`src/rtl/next_pc_predictor.sv`:
```
// next_pc_predictor: fetch-stage next-PC unit built around a direct-mapped
// branch target buffer with 2-bit saturating counters. Fetch gets a
// zero-latency prediction. Execute-side resolution updates the table and
// raises a registered redirect whenever the carried prediction was wrong.
//
// Optional feature: define NPC_BYPASS_EN to forward a same-cycle table update
// into the lookup when resolve and fetch hit the same index.
module next_pc_predictor #(
    parameter int WIDTH = 16,
    parameter int DEPTH = 8
) (
    input  logic             clk,
    input  logic             rst_n,
    input  logic [WIDTH-1:0] fetch_pc,
    output logic [WIDTH-1:0] pred_next_pc,
    output logic             pred_taken,
    input  logic             resolve_valid,
    input  logic [WIDTH-1:0] resolve_pc,
    input  logic             resolve_is_branch,
    input  logic             resolve_is_jump,
    input  logic             resolve_is_jr,
    input  logic             resolve_cond,
    input  logic [WIDTH-1:0] resolve_immed,
    input  logic [WIDTH-1:0] resolve_jr_target,
    input  logic             resolve_pred_taken,
    input  logic [WIDTH-1:0] resolve_pred_pc,
    output logic             redirect,
    output logic [WIDTH-1:0] redirect_pc,
    output logic [15:0]      miss_count
);

    localparam int IDX = $clog2(DEPTH);
    localparam int TW  = WIDTH - IDX - 1;

    // Only the valid bits need a reset; the payload is qualified by them.
    logic [DEPTH-1:0] valid;
    logic [TW-1:0]    tag_mem    [DEPTH];
    logic [WIDTH-1:0] target_mem [DEPTH];
    logic [1:0]       ctr_mem    [DEPTH];

    // Resolution compares the full predicted PC, so the carried taken bit
    // is not needed here.
    logic unused_pred_taken;
    assign unused_pred_taken = resolve_pred_taken;

    logic [IDX-1:0]   r_idx;
    logic [TW-1:0]    r_tag;
    logic             is_jump;
    logic             is_branch;
    logic             is_control;
    logic             is_jr;
    logic             taken;
    logic [WIDTH-1:0] incr;
    logic [WIDTH-1:0] target;
    logic [WIDTH-1:0] actual;
    logic             mispredict;
    logic             r_hit;

    // Decode the resolving instruction; a jump wins over a branch, and a
    // register target only counts when it comes with a jump.
    always_comb begin
        r_idx      = resolve_pc[IDX:1];
        r_tag      = resolve_pc[WIDTH-1:IDX+1];
        is_jump    = resolve_is_jump;
        is_branch  = resolve_is_branch & ~resolve_is_jump;
        is_control = is_jump | is_branch;
        is_jr      = resolve_is_jump & resolve_is_jr;
        taken      = is_jump | (is_branch & resolve_cond);
        incr       = resolve_pc + WIDTH'(2);
        target     = is_jr ? resolve_jr_target : incr + resolve_immed;
        actual     = taken ? target : incr;
        mispredict = (resolve_pred_pc != actual);
        r_hit      = valid[r_idx] && (tag_mem[r_idx] == r_tag);
    end

    logic             new_valid;
    logic [TW-1:0]    new_tag;
    logic [WIDTH-1:0] new_target;
    logic [1:0]       new_ctr;

    // Build the post-update image of the resolve entry; no-change cases keep old contents.
    always_comb begin
        new_valid  = valid[r_idx];
        new_tag    = tag_mem[r_idx];
        new_target = target_mem[r_idx];
        new_ctr    = ctr_mem[r_idx];
        if (is_control) begin
            if (!r_hit) begin
                if (taken) begin
                    new_valid  = 1'b1;
                    new_tag    = r_tag;
                    new_target = target;
                    new_ctr    = is_jump ? 2'b11 : 2'b10;
                end
            end else if (taken) begin
                new_target = target;
                new_ctr    = (ctr_mem[r_idx] == 2'b11) ? 2'b11 : ctr_mem[r_idx] + 2'd1;
            end else begin
                new_ctr    = (ctr_mem[r_idx] == 2'b00) ? 2'b00 : ctr_mem[r_idx] - 2'd1;
            end
        end else if (r_hit) begin
            new_valid = 1'b0;
        end
    end

    // Valid bits: cleared on reset, otherwise written with the resolve entry image.
    always_ff @(posedge clk) begin
        if (!rst_n) begin
            valid <= '0;
        end else if (resolve_valid) begin
            valid[r_idx] <= new_valid;
        end
    end

    // Entry payload: written on any non-reset resolve, never reset itself.
    always_ff @(posedge clk) begin
        if (rst_n && resolve_valid) begin
            tag_mem[r_idx]    <= new_tag;
            target_mem[r_idx] <= new_target;
            ctr_mem[r_idx]    <= new_ctr;
        end
    end

    logic [IDX-1:0]   f_idx;
    logic [TW-1:0]    f_tag;
    logic             l_valid;
    logic [TW-1:0]    l_tag;
    logic [WIDTH-1:0] l_target;
    logic [1:0]       l_ctr;

    // Fetch lookup, optionally forwarding a same-index update from this cycle.
    always_comb begin
        f_idx    = fetch_pc[IDX:1];
        f_tag    = fetch_pc[WIDTH-1:IDX+1];
        l_valid  = valid[f_idx];
        l_tag    = tag_mem[f_idx];
        l_target = target_mem[f_idx];
        l_ctr    = ctr_mem[f_idx];
`ifdef NPC_BYPASS_EN
        if (resolve_valid && (r_idx == f_idx)) begin
            l_valid  = new_valid;
            l_tag    = new_tag;
            l_target = new_target;
            l_ctr    = new_ctr;
        end
`else
`endif
        pred_taken   = l_valid && (l_tag == f_tag) && l_ctr[1];
        pred_next_pc = pred_taken ? l_target : fetch_pc + WIDTH'(2);
    end

    // Registered redirect pulse with held target and saturating miss counter.
    always_ff @(posedge clk) begin
        if (!rst_n) begin
            redirect    <= 1'b0;
            redirect_pc <= '0;
            miss_count  <= '0;
        end else begin
            redirect <= resolve_valid && mispredict;
            if (resolve_valid && mispredict) begin
                redirect_pc <= actual;
                if (miss_count != 16'hFFFF) begin
                    miss_count <= miss_count + 16'd1;
                end
            end
        end
    end

endmodule

```
`config.mk`:
```
export PLATFORM = sky130hd
export DESIGN_NAME = next_pc_predictor
export DESIGN_NICKNAME = d
export VERILOG_FILES = /design/src/rtl/next_pc_predictor.sv
export SDC_FILE = /design/constraint.sdc
export NUM_CORES = 1
export LEC_CHECK = 0
export ABC_AREA = 0
export ABC_CLOCK_PERIOD_IN_PS = 5300
export CAP_MARGIN = 15
export CORE_ASPECT_RATIO = 1.4
export CORE_MARGIN = 3
export CORE_UTILIZATION = 40
export DETAILED_ROUTE_END_ITERATION = 10
export GPL_TIMING_DRIVEN = 0
export PLACE_DENSITY = 0.64
export SLEW_MARGIN = 15
export SYNTH_ARGS = -nofsm -noshare
export SYNTH_HDL_FRONTEND = slang
export SYNTH_SLANG_ARGS = --single-unit
```
`constraint.sdc`:
```
create_clock -name clk -period 5.3 [get_ports clk]
set_clock_uncertainty 0.1 [all_clocks]
set_input_delay 1.06 -clock clk [delete_from_list [all_inputs] [get_ports clk]]
set_output_delay 1.06 -clock clk [all_outputs]
set_load 0.05 [all_outputs]
```
## Yosys cells after proc, flatten, opt, wreduce, memory -nomap -nowiden

Memories as Yosys holds them, arrays and structs flattened.
Index checks and enable logic that the tools add are counted.

| word-level totals | value |
|---|---|
| register bits | 41 |
| RAM bits | 240 |
| input port bits | 88 |
| output and inout bits | 50 |
| logic and storage cells | 66 |
| memories | 3 |

Memories:

| memory | words | width | read ports | clocked after Yosys merged registers in | write ports | RTL line | text |
|---|---|---|---|---|---|---|---|
| target_mem | 8 | 16 | 1 | 0 | 1 | 38 | `logic [WIDTH-1:0] target_mem [DEPTH];` |
| tag_mem | 8 | 12 | 2 | 0 | 1 | 37 | `logic [TW-1:0] tag_mem [DEPTH];` |
| ctr_mem | 8 | 2 | 2 | 0 | 1 | 39 | `logic [1:0] ctr_mem [DEPTH];` |

| operators by class | value |
|---|---|
| add/subtract/negate cells | 6 |
| order comparisons | 3 |
| eq/ne operators | 7 |
| mux-type cells | 28 |
| bitwise gates (word level) | 6 |
| reductions and logical operators | 9 |

Operators by type and width:

| kind | number |
|---|---|
| $mux W16 | 5 |
| $mux W12 | 3 |
| $add A16 B2 Y16 const B | 2 |
| $eq A12 B12 Y1 | 2 |
| $add A16 B1 Y16 const B | 1 |
| $add A16 B16 Y16 | 1 |
| $ne A16 B16 Y1 | 1 |
| $ne A16 B16 Y1 const B | 1 |
| $mux W2 | 6 |
| $mux W1 | 10 |
| $bwmux W8 | 1 |
| $lt A3 B4 Y1 const B | 2 |
| $bmux W1 S3 | 2 |
| $logic_and A1 B1 Y1 | 6 |
| $and A1 B1 Y1 | 3 |
| $demux W1 S3 | 1 |
| $ge A3 B1 Y1 const B | 1 |
| $reduce_and A3 Y1 | 1 |
| $add A2 B1 Y2 const B | 1 |
| $eq A2 B2 Y1 const B | 1 |
| $logic_not A2 Y1 | 1 |
| $ne A2 B2 Y1 const B | 1 |
| $or A1 B1 Y1 | 2 |
| $reduce_and A2 Y1 | 1 |
| 3 further kinds | 3 |

## Logic depth before layout (Yosys ltp)

| depth | value |
|---|---|
| word-level depth | 8 |
| mapped depth | 18 |
| depth with buffers taken out | 15 |

## Least setup slack after synthesis

OpenSTA, ideal clock, no wires.

| timing | value |
|---|---|
| kind | input -> output |
| from | input port fetch_pc[1] |
| to | output port pred_next_pc[3] |
| arrival time | 5.300 ns |
| data required time | 4.140 ns |
| slack | -1.160 ns |
| stages on the path | 10 |
| path buffers | 2 |
| cell sequence | clkbuf_1 -> buf_1 -> mux4_2 -> mux2i_1 -> xnor2_1 -> nor4_1 -> nand4_1 -> nor3_1 -> nand2_1 -> a31oi_1 |

| between the ends | value |
|---|---|
| word-level cells in the longest chain between the ends | 5 |
| elaborated cells on any way between the ends | 10 |
| those cells by class | add/sub: 1; eq/ne: 1; mux: 3; reduce/logical: 2; memory: 3 |

Ends and longest elaborated chain:

| what | RTL line | text |
|---|---|---|
| from (decl) | 14 | `input logic [WIDTH-1:0] fetch_pc,` |
| $mem_v2 Z8 W12 or $bmux W1 S3 (tied branches) | -- |  |
| $eq A12 B12 Y1 or $mux W1 (tied branches) | 148, 135 |  |
| $logic_and A1 B1 Y1 | 148 | `pred_taken = l_valid && (l_tag == f_tag) && l_ctr[1];` |
| $logic_and A1 B1 Y1 (*) | 148 |  |
| net pred_taken | 16 | `output logic pred_taken,` |
| $mux W16 (*) | 149 | `pred_next_pc = pred_taken ? l_target : fetch_pc + WIDTH'(2);` |
| to (decl) | 15 | `output logic [WIDTH-1:0] pred_next_pc,` |

The timed path passes the listed nets; every way through them passes the cells marked *. The select of a mux whose other input is x is not followed.

## Final worst setup path

| timing | value |
|---|---|
| from | input port resolve_pc[12] |
| to | register miss_count[11] |

| between the ends | value |
|---|---|
| word-level cells in the longest chain between the ends | 7 |

Ends and longest elaborated chain:

| what | RTL line | text |
|---|---|---|
| from (decl) | 18 | `input logic [WIDTH-1:0] resolve_pc,` |
| $add A16 B2 Y16 (*) | 69 | `incr = resolve_pc + WIDTH'(2);` |
| $add A16 B16 Y16 | 70 | `target = is_jr ? resolve_jr_target : incr + resolve_immed;` |
| $mux W16 | 70 |  |
| $mux W16 (*) | 71 | `actual = taken ? target : incr;` |
| $ne A16 B16 Y1 (*) | 72 | `mispredict = (resolve_pred_pc != actual);` |
| $logic_and A1 B1 Y1 (*) | 160 | `if (resolve_valid && mispredict) begin` |
| $reduce_and A2 Y1 (no source line) (*) | -- |  |
| to (signal assigned) | 163 | `miss_count <= miss_count + 16'd1;` |
| to (decl) | 29 | `output logic [15:0] miss_count` |

Every way passes the cells marked *; elsewhere a longest branch is shown, timed or not.
A chain may end at the register's enable or synchronous reset.

==> summary.md <==
| Metric | Value |
|---|---|
| CP max FO | `10` |
| Reg2Reg Setup Slack | `1.27 ns` |
| Tcrit/Tclk final | `97.4%` |
| CTS buffer count | `28` |
| Cell mode on critical path | `xor2_1` |
| Post-route DRC violation count | `0` |
| H-tree levels | `1` |
| Die ar. | `0.0403 mm²` |
| Die span in x | `171 µm` |
| Worst hold start | `redirect_pc[13]` |
| Fmax | `0.194 GHz` |
| Syn nets | `1307` |
| Leading cell type in the layout, fill and taps excluded | `edfxtp_1` |
| Area Growth Syn to Fin | `23.5%` |
| Worst VDD drop | `0.213 mV` |
| Worst path arrival time | `5.54 ns` |
| Synth Register Bits | `281` |
| Hold Slack | `0.356 ns` |
| Register area share after synthesis | `53.0%` |
| Cell Area, Synth | `0.0152 mm²` |
| Initial antenna violation count | `1` |
| Layout cells sized above 1 | `22.4%` |
| Core region area | `0.0371 mm²` |
| Max-Cap Viols | `0` |
| Worst r2r dst | `tag_mem[0][10]` |
| Final Non-Filler Cells | `1869` |
| Placed Cells | `1810` |
| Pre-Repair DR Iteration Count | `5` |
| Total chip power | `5.64 mW` |
| Final hold violations | `0` |
| Clock tree from TritonCTS | `built` |
| Status | `finished, final reports clean` |
| GP Congestion | `0.987` |
| Final ANT Viol Nets | `0` |
| Async SR Flop Fraction | `0%` |
| Vias | `11300` |
| Number of cell rows | `83` |
| Layout Nets | `1490` |
| Number of top-level pins | `138` |
| Leakage | `6.46 nW` |
| Slew @ Worst Pin | `1.09 ns` |
| Max_slew headroom | `26.7%` |
| Critical Path End Type | `register` |
| Critical path's slowest cell | `clkdlybuf4s50_1` |
| CP cell instances | `clkdlybuf4s50_1 > nand2_1 > nor4_4 > xor2_1 > ha_1 > clkbuf_1 > a21oi_1 > o21ai_0 > a211oi_1 > xor2_1 > a21o_1 > xor2_1 > a31o_4 > or4_1 > a21oi_1` |
| Setup CP Type | `in2reg` |
| CTS Buffer Depth | `3` |
| Ant diodes | `0` |
| P per Cell Area | `301 mW/mm²` |
| Slowest cell delay on critical path | `0.76 ns` |
| Top Family by Delay on Critical Path | `compound AO/OA/AOI/OAI gates` |
| Fillers | `3159` |
| Total GRT Usage | `23.3%` |
| Avg Cell Area, Syn | `12.7 µm²` |
| Port Buffers | `127` |
| Clk sinks | `281` |
| CP Data Required Time | `5.68 ns` |
| Slew Limit Fails | `0` |
| HPWL Detailed | `36300 µm` |
| Hold Crit Class | `reg2reg` |
| Top FF cell, synth | `edfxtp_1` |
| CP endpoint | `miss_count[11]` |
| Routed Wire Length | `47900 µm` |
| First-pass GRT wire length | `70600 µm` |
| Vias per std cell | `6.05` |
| Fin crit period | `5.16 ns` |
| Worst-Skew Late Latency | `0.57 ns` |
| Initial core utilization | `40.9%` |
| Root Driver | `clkbuf_16` |
| Synthesis Warnings | `0` |
| Die Height | `236 µm` |
| Number of synthesized flops with an enable pin | `240` |
| Critical Path Start Type | `input port` |
| Crit path buffers/inverters | `2` |
| Final setup vio count | `0` |
| Crit path from | `resolve_pc[12]` |
| Gate Count Post-Synth | `1197` |
| Netlist cell types | `88` |
| Final TNS setup | `0 ns` |
| Worst R2R Start | `tag_mem[5][3]` |
| Vias in the first global route | `11300` |
| Avg WL per Cell | `25.6 µm` |
| Clock Pin Slew Worst Setup and Hold Paths | `0.06 ns` |
| Reg2reg path depth | `11` |
| Fin util | `50.5%` |
| Levels on crit path | `15` |
| Largest net degree at the start of global routing | `17` |
| Most frequent cells in the layout | `edfxtp_1 (240), clkdlybuf4s50_1 (104), nand2_1 (98)` |
| Drt initial violations | `1129` |
| Grt total ovfl | `0` |
-- registers in the layout, summed over array words and instances, names as in the netlist --
register     count
valid            8
target_mem     128
redirect_pc     16
miss_count      16
tag_mem         96
redirect         1
ctr_mem         16
-- worst min path at each step --
stage / endpoint / slack [ns] / depth (start not counted)
after floorplan: valid[7] / 0.40 / 2
after global routing: redirect_pc[11] / 0.39 / 2
after global placement: redirect_pc[13] / 0.35 / 2
after CTS: redirect_pc[13] / 0.36 / 2
final: redirect_pc[13] / 0.36 / 2
after detailed placement: redirect_pc[13] / 0.35 / 2
-- timing repair --
action | CTS | global route
resized for setup | 107 | 36
endpoints found under the setup margin | 109 | 89
hold buffers | 0 | 0
pin swaps | 5 | 6
setup buffers | 6 | 6
-- worst reg2reg max path: stages (launching register included) --
cell and delay [ns]:
edfxtp_1 0.40, mux4_2 0.48, mux2i_1 0.27, xnor2_1 0.10
nor2_1 0.17, nand4_1 0.28, nor4b_2 0.61, or2_2 0.21
buf_2 0.28, buf_2 0.30, nor2_1 0.06, a31oi_1 0.47
-- per-layer routing --
| metal | track usage, % | routed length [µm] | vias to the layer above |
|---|---|---|---|
| li1 | - | - | 5042 |
| met1 | 28.5 | 18000 | 5657 |
| met2 | 40.9 | 24700 | 496 |
| met3 | 2.72 | 2890 | 113 |
| met4 | 10.4 | 2280 | 2 |
| met5 | 0 | 13 | - |
-- where the power goes --
part	switching [mW]	internal, mW	leakage (nW)
sequential	0.0208	2.50	2.48
clock	0.874	1.23	0.464
combinational	0.638	0.378	3.51
-- cells in the mapped netlist, types with 26 or more instances --
cell type / instances / share of area, %
mux4_2: 70 / 10
xnor2_1: 41 / 2.4
mux2i_1: 56 / 3.7
nor2_1: 74 / 1.8
edfxtp_1: 240 / 48
nand3_1: 40 / 1.3
o21ai_0: 28 / 0.92
dfxtp_1: 41 / 5.4
clkbuf_1: 41 / 1.0
nand2_1: 98 / 2.4
xor2_1: 26 / 1.5
a21oi_1: 69 / 2.3
-- through the flow --
stage	instance area (µm²)	setup WS, ns
6_report	18700	0.138
2_1_floorplan	15200	0.0814
3_3_place_gp	17100	-1.84
3_5_place_dp	17300	-1.95
4_1_cts	18600	-0.0212
5_1_grt	18700	-0.0367
-- logic make-up (layout without fill, tap and decap cells) --
family	count (synthesis)	count (layout)	share of synthesized area [%]
buf+inv	96	301	2.74
flops	281	281	53.0
xor+xnor	69	69	4.13
compound gates	222	222	9.78
simple gates	362	362	13.0
mux	145	145	15.5
fa+ha+maj	22	22	1.87
-- layout make-up --
class / instances / area, µm² / share of cell area, %
multi-input combinational: 820 / 7070 / 37.8
sequential: 281 / 8030 / 42.9
clock buffer: 31 / 712 / 3.80
clock inverter: 21 / 268 / 1.43
buffer: 74 / 410 / 2.19
tap: 467 / 584 / 3.12
timing repair buffer: 158 / 1580 / 8.46
inverter: 17 / 65.1 / 0.348
No activity file was read; power rests on OpenSTA's default activity.
